`config.mk`:
```
export PLATFORM = sky130hd
export DESIGN_NAME = fold_reduce
export DESIGN_NICKNAME = d
export VERILOG_FILES = /design/src/rtl/fold_reduce_pkg.sv /design/src/rtl/fold_reduce_fold_step.sv /design/src/rtl/fold_reduce.sv
export SDC_FILE = /design/constraint.sdc
export NUM_CORES = 2
export LEC_CHECK = 0
export CAP_MARGIN = 20
export CORE_ASPECT_RATIO = 1.4
export CORE_MARGIN = 8
export CORE_UTILIZATION = 30
export CTS_BUF_LIST = sky130_fd_sc_hd__clkbuf_2
export CTS_CLUSTER_SIZE = 25
export DETAILED_ROUTE_END_ITERATION = 10
export GPL_ROUTABILITY_DRIVEN = 0
export MAX_ROUTING_LAYER = met4
export PLACE_DENSITY = 0.42
export SYNTH_ARGS = -nofsm -noshare
export SYNTH_HDL_FRONTEND = slang
export SYNTH_SLANG_ARGS = --single-unit
```
`constraint.sdc`:
```
create_clock -name clock -period 9.65 [get_ports clock]
set_input_delay 1.93 -clock clock [delete_from_list [all_inputs] [get_ports clock]]
set_output_delay 1.93 -clock clock [all_outputs]
set_load 0.005 [all_outputs]
```
`src/rtl/fold_reduce_pkg.sv`:
```
// Shared types and default parameters for the fold_reduce modular reducer
// (residue mod 2^W - C).
package fold_reduce_pkg;

   localparam int DEF_W         = 128;
   localparam int DEF_PW        = 384;
   localparam int DEF_CW        = 64;
   localparam int DEF_MAX_FOLDS = 6;
   localparam logic [DEF_CW-1:0] DEF_C = 64'd159;

   // One guard bit above the product width keeps every fold sum exact.
   localparam int DEF_AW = DEF_PW + 1;

   typedef enum logic [1:0] {
      IDLE  = 2'd0,
      FOLD  = 2'd1,
      FINAL = 2'd2,
      DONE  = 2'd3
   } state_t;

endpackage

```
`src/rtl/fold_reduce_fold_step.sv`:
```
// Combinational single fold: a_out = a_in mod 2^W + floor(a_in / 2^W) * C,
// with a flag that is set when a_out already fits in W bits.
module fold_step
   import fold_reduce_pkg::*;
#(
   parameter int W  = DEF_W,
   parameter int PW = DEF_PW,
   parameter int CW = DEF_CW,
   parameter logic [CW-1:0] C = DEF_C
) (
   input  logic [PW:0] a_in,
   output logic [PW:0] a_out,
   output logic        hi_zero
);

   localparam int AW  = PW + 1;
   localparam int HW  = AW - W;
   localparam int PRW = HW + CW;

   logic [HW-1:0]  hi;
   logic [PRW-1:0] prod;

   assign hi   = a_in[AW-1:W];
   // Full-width product: nothing is dropped while the high part is nonzero.
   assign prod = PRW'(hi) * PRW'(C);

   assign a_out   = AW'(a_in[W-1:0]) + AW'(prod);
   assign hi_zero = (a_out[AW-1:W] == '0);

endmodule

```
`src/rtl/fold_reduce.sv`:
```
// Reduces a PW-bit product modulo M = 2^W - C by repeated folding and a final
// conditional subtraction. FOLD_REDUCE_CONST_TIME_EN: run a fixed MAX_FOLDS folds.
module fold_reduce
   import fold_reduce_pkg::*;
#(
   parameter int W         = DEF_W,
   parameter int PW        = DEF_PW,
   parameter int CW        = DEF_CW,
   parameter logic [CW-1:0] C = DEF_C,
   parameter int MAX_FOLDS = DEF_MAX_FOLDS
) (
   input  logic          clock,
   input  logic          reset,
   input  logic          in_valid,
   output logic          in_ready,
   input  logic [PW-1:0] P,
   output logic          out_valid,
   input  logic          out_ready,
   output logic [W-1:0]  R,
   output state_t        dbg_state
);

   // Handshake: a transfer happens on a rising edge where valid and ready are
   // both high; once valid is raised its data holds stable until that edge.

   localparam int AW = PW + 1;

   state_t        state;
   logic [AW-1:0] acc;
   logic [AW-1:0] fold_out;
   logic          hi_zero;
   logic [W:0]    sub_sum;

   fold_step #(
      .W  (W),
      .PW (PW),
      .CW (CW),
      .C  (C)
   ) u_fold_step (
      .a_in    (acc),
      .a_out   (fold_out),
      .hi_zero (hi_zero)
   );

   // acc >= M exactly when acc + C carries out of W bits; the low W bits of
   // that sum are then acc - M.
   assign sub_sum   = {1'b0, acc[W-1:0]} + (W+1)'(C);
   assign dbg_state = state;

`ifdef FOLD_REDUCE_CONST_TIME_EN
   logic [2:0] fold_cnt;
`endif

   always_ff @(posedge clock or negedge reset) begin
      if (!reset) begin
         state     <= IDLE;
         acc       <= '0;
         R         <= '0;
         out_valid <= 1'b0;
         in_ready  <= 1'b1;
`ifdef FOLD_REDUCE_CONST_TIME_EN
         fold_cnt  <= '0;
`endif
      end else begin
         case (state)
            IDLE: begin
               if (in_valid) begin
                  acc      <= AW'(P);
                  in_ready <= 1'b0;
                  state    <= FOLD;
`ifdef FOLD_REDUCE_CONST_TIME_EN
                  fold_cnt <= '0;
`endif
               end
            end
            FOLD: begin
               acc <= fold_out;
`ifdef FOLD_REDUCE_CONST_TIME_EN
               fold_cnt <= fold_cnt + 3'd1;
               if (fold_cnt == 3'(MAX_FOLDS - 1)) state <= FINAL;
`else
               if (hi_zero) state <= FINAL;
`endif
            end
            FINAL: begin
               R         <= sub_sum[W] ? sub_sum[W-1:0] : acc[W-1:0];
               out_valid <= 1'b1;
               state     <= DONE;
            end
            DONE: begin
               if (out_ready) begin
                  out_valid <= 1'b0;
                  in_ready  <= 1'b1;
                  state     <= IDLE;
               end
            end
            default: state <= IDLE;
         endcase
      end
   end

endmodule

```
==> metrics.txt <==
# TYPE chip_impl_metric gauge
chip_impl_info{name="run_status",value="finished, final reports clean"} 1
chip_impl_metric{name="clock.fmax",unit="GHz"} 0.1044
chip_impl_metric{name="synth-edff-count",unit=""} 0
chip_impl_metric{name="coreArea",unit="sq um"} 254300
chip_impl_metric{name="worst_slack",unit="ns"} 0.06944
chip_impl_metric{name="grt_util_all_layers",unit="%"} 26.73
chip_impl_metric{name="detailroute.via_count",unit=""} 67958
chip_impl_info{name="critical_path_destination",value="dbg_state[0]"} 1
chip_impl_metric{name="layout_worst_path_cycle_share",unit="%"} 99.28
chip_impl_metric{name="cp.required",unit="ns"} 11.08
chip_impl_metric{name="slew_violations",unit=""} 0
chip_impl_metric{name="slew_limit_headroom",unit="%"} 19.42
chip_impl_metric{name="final-hold-violation-count",unit=""} 0
chip_impl_metric{name="global_route_wire_length_before_repair",unit="microns"} 516800
chip_impl_info{name="cp_slowest_cell",value="sky130_fd_sc_hd__a21oi_1"} 1
chip_impl_info{name="cts_tree",value="done"} 1
chip_impl_metric{name="critical_path_data_arrival_time",unit="ns"} 11.01
chip_impl_metric{name="clk-insertion-delay-late",unit="ns"} 1.65
chip_impl_metric{name="post-route-drc-count",unit=""} 0
chip_impl_info{name="yosys_most_used_dff",value="sky130_fd_sc_hd__dfrtp_1"} 1
chip_impl_metric{name="drive_gt1_share",unit="%"} 8.228
chip_impl_metric{name="setup_slack_on_the_worst_flop_to_flop_path",unit="ns"} 0.07
chip_impl_metric{name="gr-total-overflow",unit=""} 0
chip_impl_metric{name="synth-seq-cells",unit=""} 516
chip_impl_metric{name="synth_sequential_area_ratio",unit="%"} 16.83
chip_impl_metric{name="ant_nets",unit=""} 0
chip_impl_metric{name="sequential_cell_area",unit="sq um"} 12980
chip_impl_metric{name="final.fill_count",unit=""} 26992
chip_impl_info{name="reg2reg_to",value="dbg_state[0]"} 1
chip_impl_metric{name="layout.nets",unit=""} 11831
chip_impl_metric{name="hold_buffers",unit=""} 0
chip_impl_metric{name="cts_made_buffers",unit=""} 161
chip_impl_metric{name="netlist_area",unit="sq um"} 76730
chip_impl_metric{name="dpl.hpwl",unit="microns"} 313400
chip_impl_metric{name="grt_start_max_net_pins",unit=""} 180
chip_impl_metric{name="die-height",unit="microns"} 614.4
chip_impl_metric{name="grt_antenna_before_repair",unit=""} 35
chip_impl_metric{name="postRouteWirelength",unit="microns"} 361900
chip_impl_metric{name="path_clk_slew",unit="ns"} 0.10
chip_impl_metric{name="max-clock-path-buffers",unit=""} 4
chip_impl_metric{name="cts.htree.levels",unit=""} 4
chip_impl_info{name="cpMostUsedCell",value="sky130_fd_sc_hd__buf_4"} 1
chip_impl_metric{name="synthArstFlopShare",unit="%"} 100.0
chip_impl_info{name="crit_start",value="acc[136]"} 1
chip_impl_metric{name="num_rows",unit=""} 219
chip_impl_metric{name="numPortBuffers",unit=""} 519
chip_impl_info{name="hold_class",value="in2async"} 1
chip_impl_metric{name="setup_skew",unit="ns"} 0.2123
chip_impl_info{name="setup.worst_path.start_class",value="flop"} 1
chip_impl_metric{name="cts.sink_count",unit=""} 516
chip_impl_metric{name="critPathMaxStageDelay",unit="ns"} 0.67
chip_impl_metric{name="die_area",unit="sq um"} 272400
chip_impl_metric{name="final.min_clock_period",unit="ns"} 9.581
chip_impl_metric{name="multi_input_comb_area",unit="sq um"} 56110
chip_impl_metric{name="synth_cell_type_count",unit=""} 86
chip_impl_info{name="timing_worst_setup_path_type",value="reg2reg"} 1
chip_impl_info{name="worstReg2RegStart",value="acc[136]"} 1
chip_impl_metric{name="first_pass_iters",unit=""} 8
chip_impl_metric{name="post_drt_via_cell_ratio",unit=""} 5.192
chip_impl_metric{name="synth_nets",unit=""} 11026
chip_impl_info{name="clock_tree.root_cell",value="sky130_fd_sc_hd__clkbuf_2"} 1
chip_impl_metric{name="top_level_ports",unit=""} 520
chip_impl_metric{name="max_cap_viol_count",unit=""} 0
chip_impl_metric{name="crit_fanout",unit=""} 5
chip_impl_metric{name="first_iter_violations",unit=""} 5036
chip_impl_metric{name="pre_cts_ws",unit="ns"} -0.6700
chip_impl_metric{name="setup_viol",unit=""} 0
chip_impl_metric{name="avgSynthCellArea",unit="sq um"} 8.686
chip_impl_metric{name="floorplan.initialDensity",unit="%"} 30.17
chip_impl_metric{name="worst-r2r-cell-count",unit=""} 32
chip_impl_metric{name="worst_pin_slew",unit="ns"} 1.200
chip_impl_metric{name="syn2layout_area_growth",unit="%"} 17.38
chip_impl_metric{name="via_count_of_the_first_global_routing_pass",unit=""} 72757
chip_impl_info{name="crit_path_end_kind",value="flop"} 1
chip_impl_metric{name="synth_cells",unit=""} 8833
chip_impl_metric{name="wl_per_cell",unit="microns"} 27.65
chip_impl_metric{name="synth-warning-count",unit=""} 0
chip_impl_metric{name="die_w",unit="microns"} 443.4
-- critical path: cells and delay by family, from the launching register on --
family / cells / cell delay, ns
AO/OA/AOI/OAI: 11 / 3.48
XOR/XNOR: 1 / 0.34
adder cells (fa/ha/maj): 5 / 2.26
buffers and inverters: 9 / 1.20
flip-flops: 1 / 0.50
multiplexers: 1 / 0.18
AND/OR/NAND/NOR: 5 / 1.45
-- Yosys cell counts, drive strengths merged (49+ instances only) --
library cell / instances / area share (%)
inv: 1835 / 9.0
fa: 1142 / 30
nand2: 1003 / 4.9
o21ai: 742 / 4.8
ha: 663 / 11
a21oi: 604 / 3.9
dfrtp: 515 / 17
nor2: 399 / 2.0
clkbuf: 239 / 1.2
mux2i: 227 / 3.0
nand4: 194 / 1.6
xnor2: 149 / 1.7
xor2: 110 / 1.3
nor3: 104 / 0.68
nand3: 92 / 0.60
a22o: 61 / 0.70
o2bb2ai: 61 / 0.70
buf: 58 / 0.34
a21o: 56 / 0.55
nor4: 52 / 0.43
o21bai: 50 / 0.49
a31oi: 49 / 0.42
o21a: 49 / 0.48
-- placed cells by master (no fill, tap or decap), types with 12 or more instances in the layout --
master                            synthesis  final
sky130_fd_sc_hd__dfrtp_2                  0     54
sky130_fd_sc_hd__o211ai_1                25     25
sky130_fd_sc_hd__dfrtp_1                515    461
sky130_fd_sc_hd__or4_1                   18     18
sky130_fd_sc_hd__inv_1                 1835   1834
sky130_fd_sc_hd__a22o_1                  61     61
sky130_fd_sc_hd__clkdlybuf4s50_1          0    518
sky130_fd_sc_hd__o21ai_1                 11     19
sky130_fd_sc_hd__xor2_1                 110    109
sky130_fd_sc_hd__nand2_1               1003   1003
sky130_fd_sc_hd__a31oi_1                 48     44
sky130_fd_sc_hd__nor2_1                 399    395
sky130_fd_sc_hd__nand3_1                 92     91
sky130_fd_sc_hd__clkbuf_2                 2    222
sky130_fd_sc_hd__o21ai_0                731    716
sky130_fd_sc_hd__nor2b_1                 23     23
sky130_fd_sc_hd__xnor2_1                149    148
sky130_fd_sc_hd__fa_1                  1142   1142
sky130_fd_sc_hd__and3_1                  25     25
sky130_fd_sc_hd__o21a_1                  49     47
sky130_fd_sc_hd__and2_1                  17     17
sky130_fd_sc_hd__a21boi_0                24     24
sky130_fd_sc_hd__a21o_1                  56     56
sky130_fd_sc_hd__nor4_1                  51     49
sky130_fd_sc_hd__ha_1                   663    655
sky130_fd_sc_hd__o2bb2ai_1               61     61
sky130_fd_sc_hd__o21bai_1                50     46
sky130_fd_sc_hd__mux2i_1                227    227
sky130_fd_sc_hd__buf_4                    1    407
sky130_fd_sc_hd__and4_1                  21     21
sky130_fd_sc_hd__a21oi_1                603    595
sky130_fd_sc_hd__diode_2                  0     28
sky130_fd_sc_hd__nand4_1                194    194
sky130_fd_sc_hd__o31ai_1                 36     35
sky130_fd_sc_hd__clkinv_1                 1     36
sky130_fd_sc_hd__nor3_1                 104     99
sky130_fd_sc_hd__nand2b_1                17     17
sky130_fd_sc_hd__a211oi_1                13     12
-- per-layer routing --
metal | part of all wire (%) | GRT usage (%) | vias to the layer above
met3 | 5.1 | 3.740 | 1114
met2 | 48 | 44.86 | 2702
li1 | - | - | 30485
met4 | 9.3 | 18.77 | 0
met1 | 37 | 29.21 | 33657
met5 | 0 | - | -
-- state kept, by name (all words and copies together), names as in the netlist --
| signal | count |
|---|---|
| out_valid | 1 |
| dbg_state | 2 |
| acc | 384 |
| in_ready | 1 |
| R | 128 |
-- what timing repair did --
item | 4_1_cts | 5_1_grt
gates resized for setup | 18 | 101
setup endpoints to repair | 2 | 2
endpoints found under the hold margin | 0 | 0
setup buffers | 4 | 2
pin swaps | 3 | 4
-- worst min path at each step --
| stage | endpoint | cells after the start | from | slack, ns |
|---|---|---|---|---|
| after floorplan | acc[2] | 2 | acc[2] | 0.47 |
| after global placement | R[110] | 1 | R[110] | 0.47 |
| after detailed placement | R[58] | 1 | R[58] | 0.47 |
| after CTS | acc[307] | 1 | reset | 0.20 |
| after global routing | acc[309] | 1 | reset | 0.37 |
| final | acc[311] | 1 | reset | 0.46 |
-- area by class of cell --
type / count / area share, %
multi-input combinational: 6184 / 62.29
tap: 3315 / 4.605
timing repair buffer: 939 / 9.405
clock inverter: 51 / 0.3126
clock buffer: 221 / 1.228
inverter: 1836 / 7.663
antenna: 28 / 0.07780
sequential: 516 / 14.41
-- through the flow --
| stage | util, % | area (sq um) | hold slack (ns) | std cells | TNS [ns] |
|---|---|---|---|---|---|
| after floorplan | - | 76730 | 0.4720 | 8833 | 0 |
| after global placement | 34.68 | 88190 | 0.4728 | 12777 | -1.466 |
| after detailed placement | 34.69 | 88220 | 0.4733 | 12781 | -1.306 |
| after CTS | 35.28 | 89710 | 0.2001 | 13057 | 0 |
| after global routing | 35.41 | 90050 | 0.3663 | 13084 | -0.05356 |
| final | 35.42 | 90060 | 0.4567 | 13090 | 0 |
-- cell families (layout without fill, tap and decap cells) --
logic type	Yosys count	count (layout)	synth area share (%)
DFF	516	516	16.83
AOI/OAI and AO/OA	1889	1889	14.53
buffers and inverters	2133	3047	10.50
adders and majority gates	1805	1805	40.61
muxes	230	230	3.005
other	0	28	0
xor gates and xnor gates	259	259	2.957
and+or+nand+nor	2001	2001	11.57
Power is not shown: default switching activity piles up to over one toggle a cycle in this logic, so the estimate is an artifact.
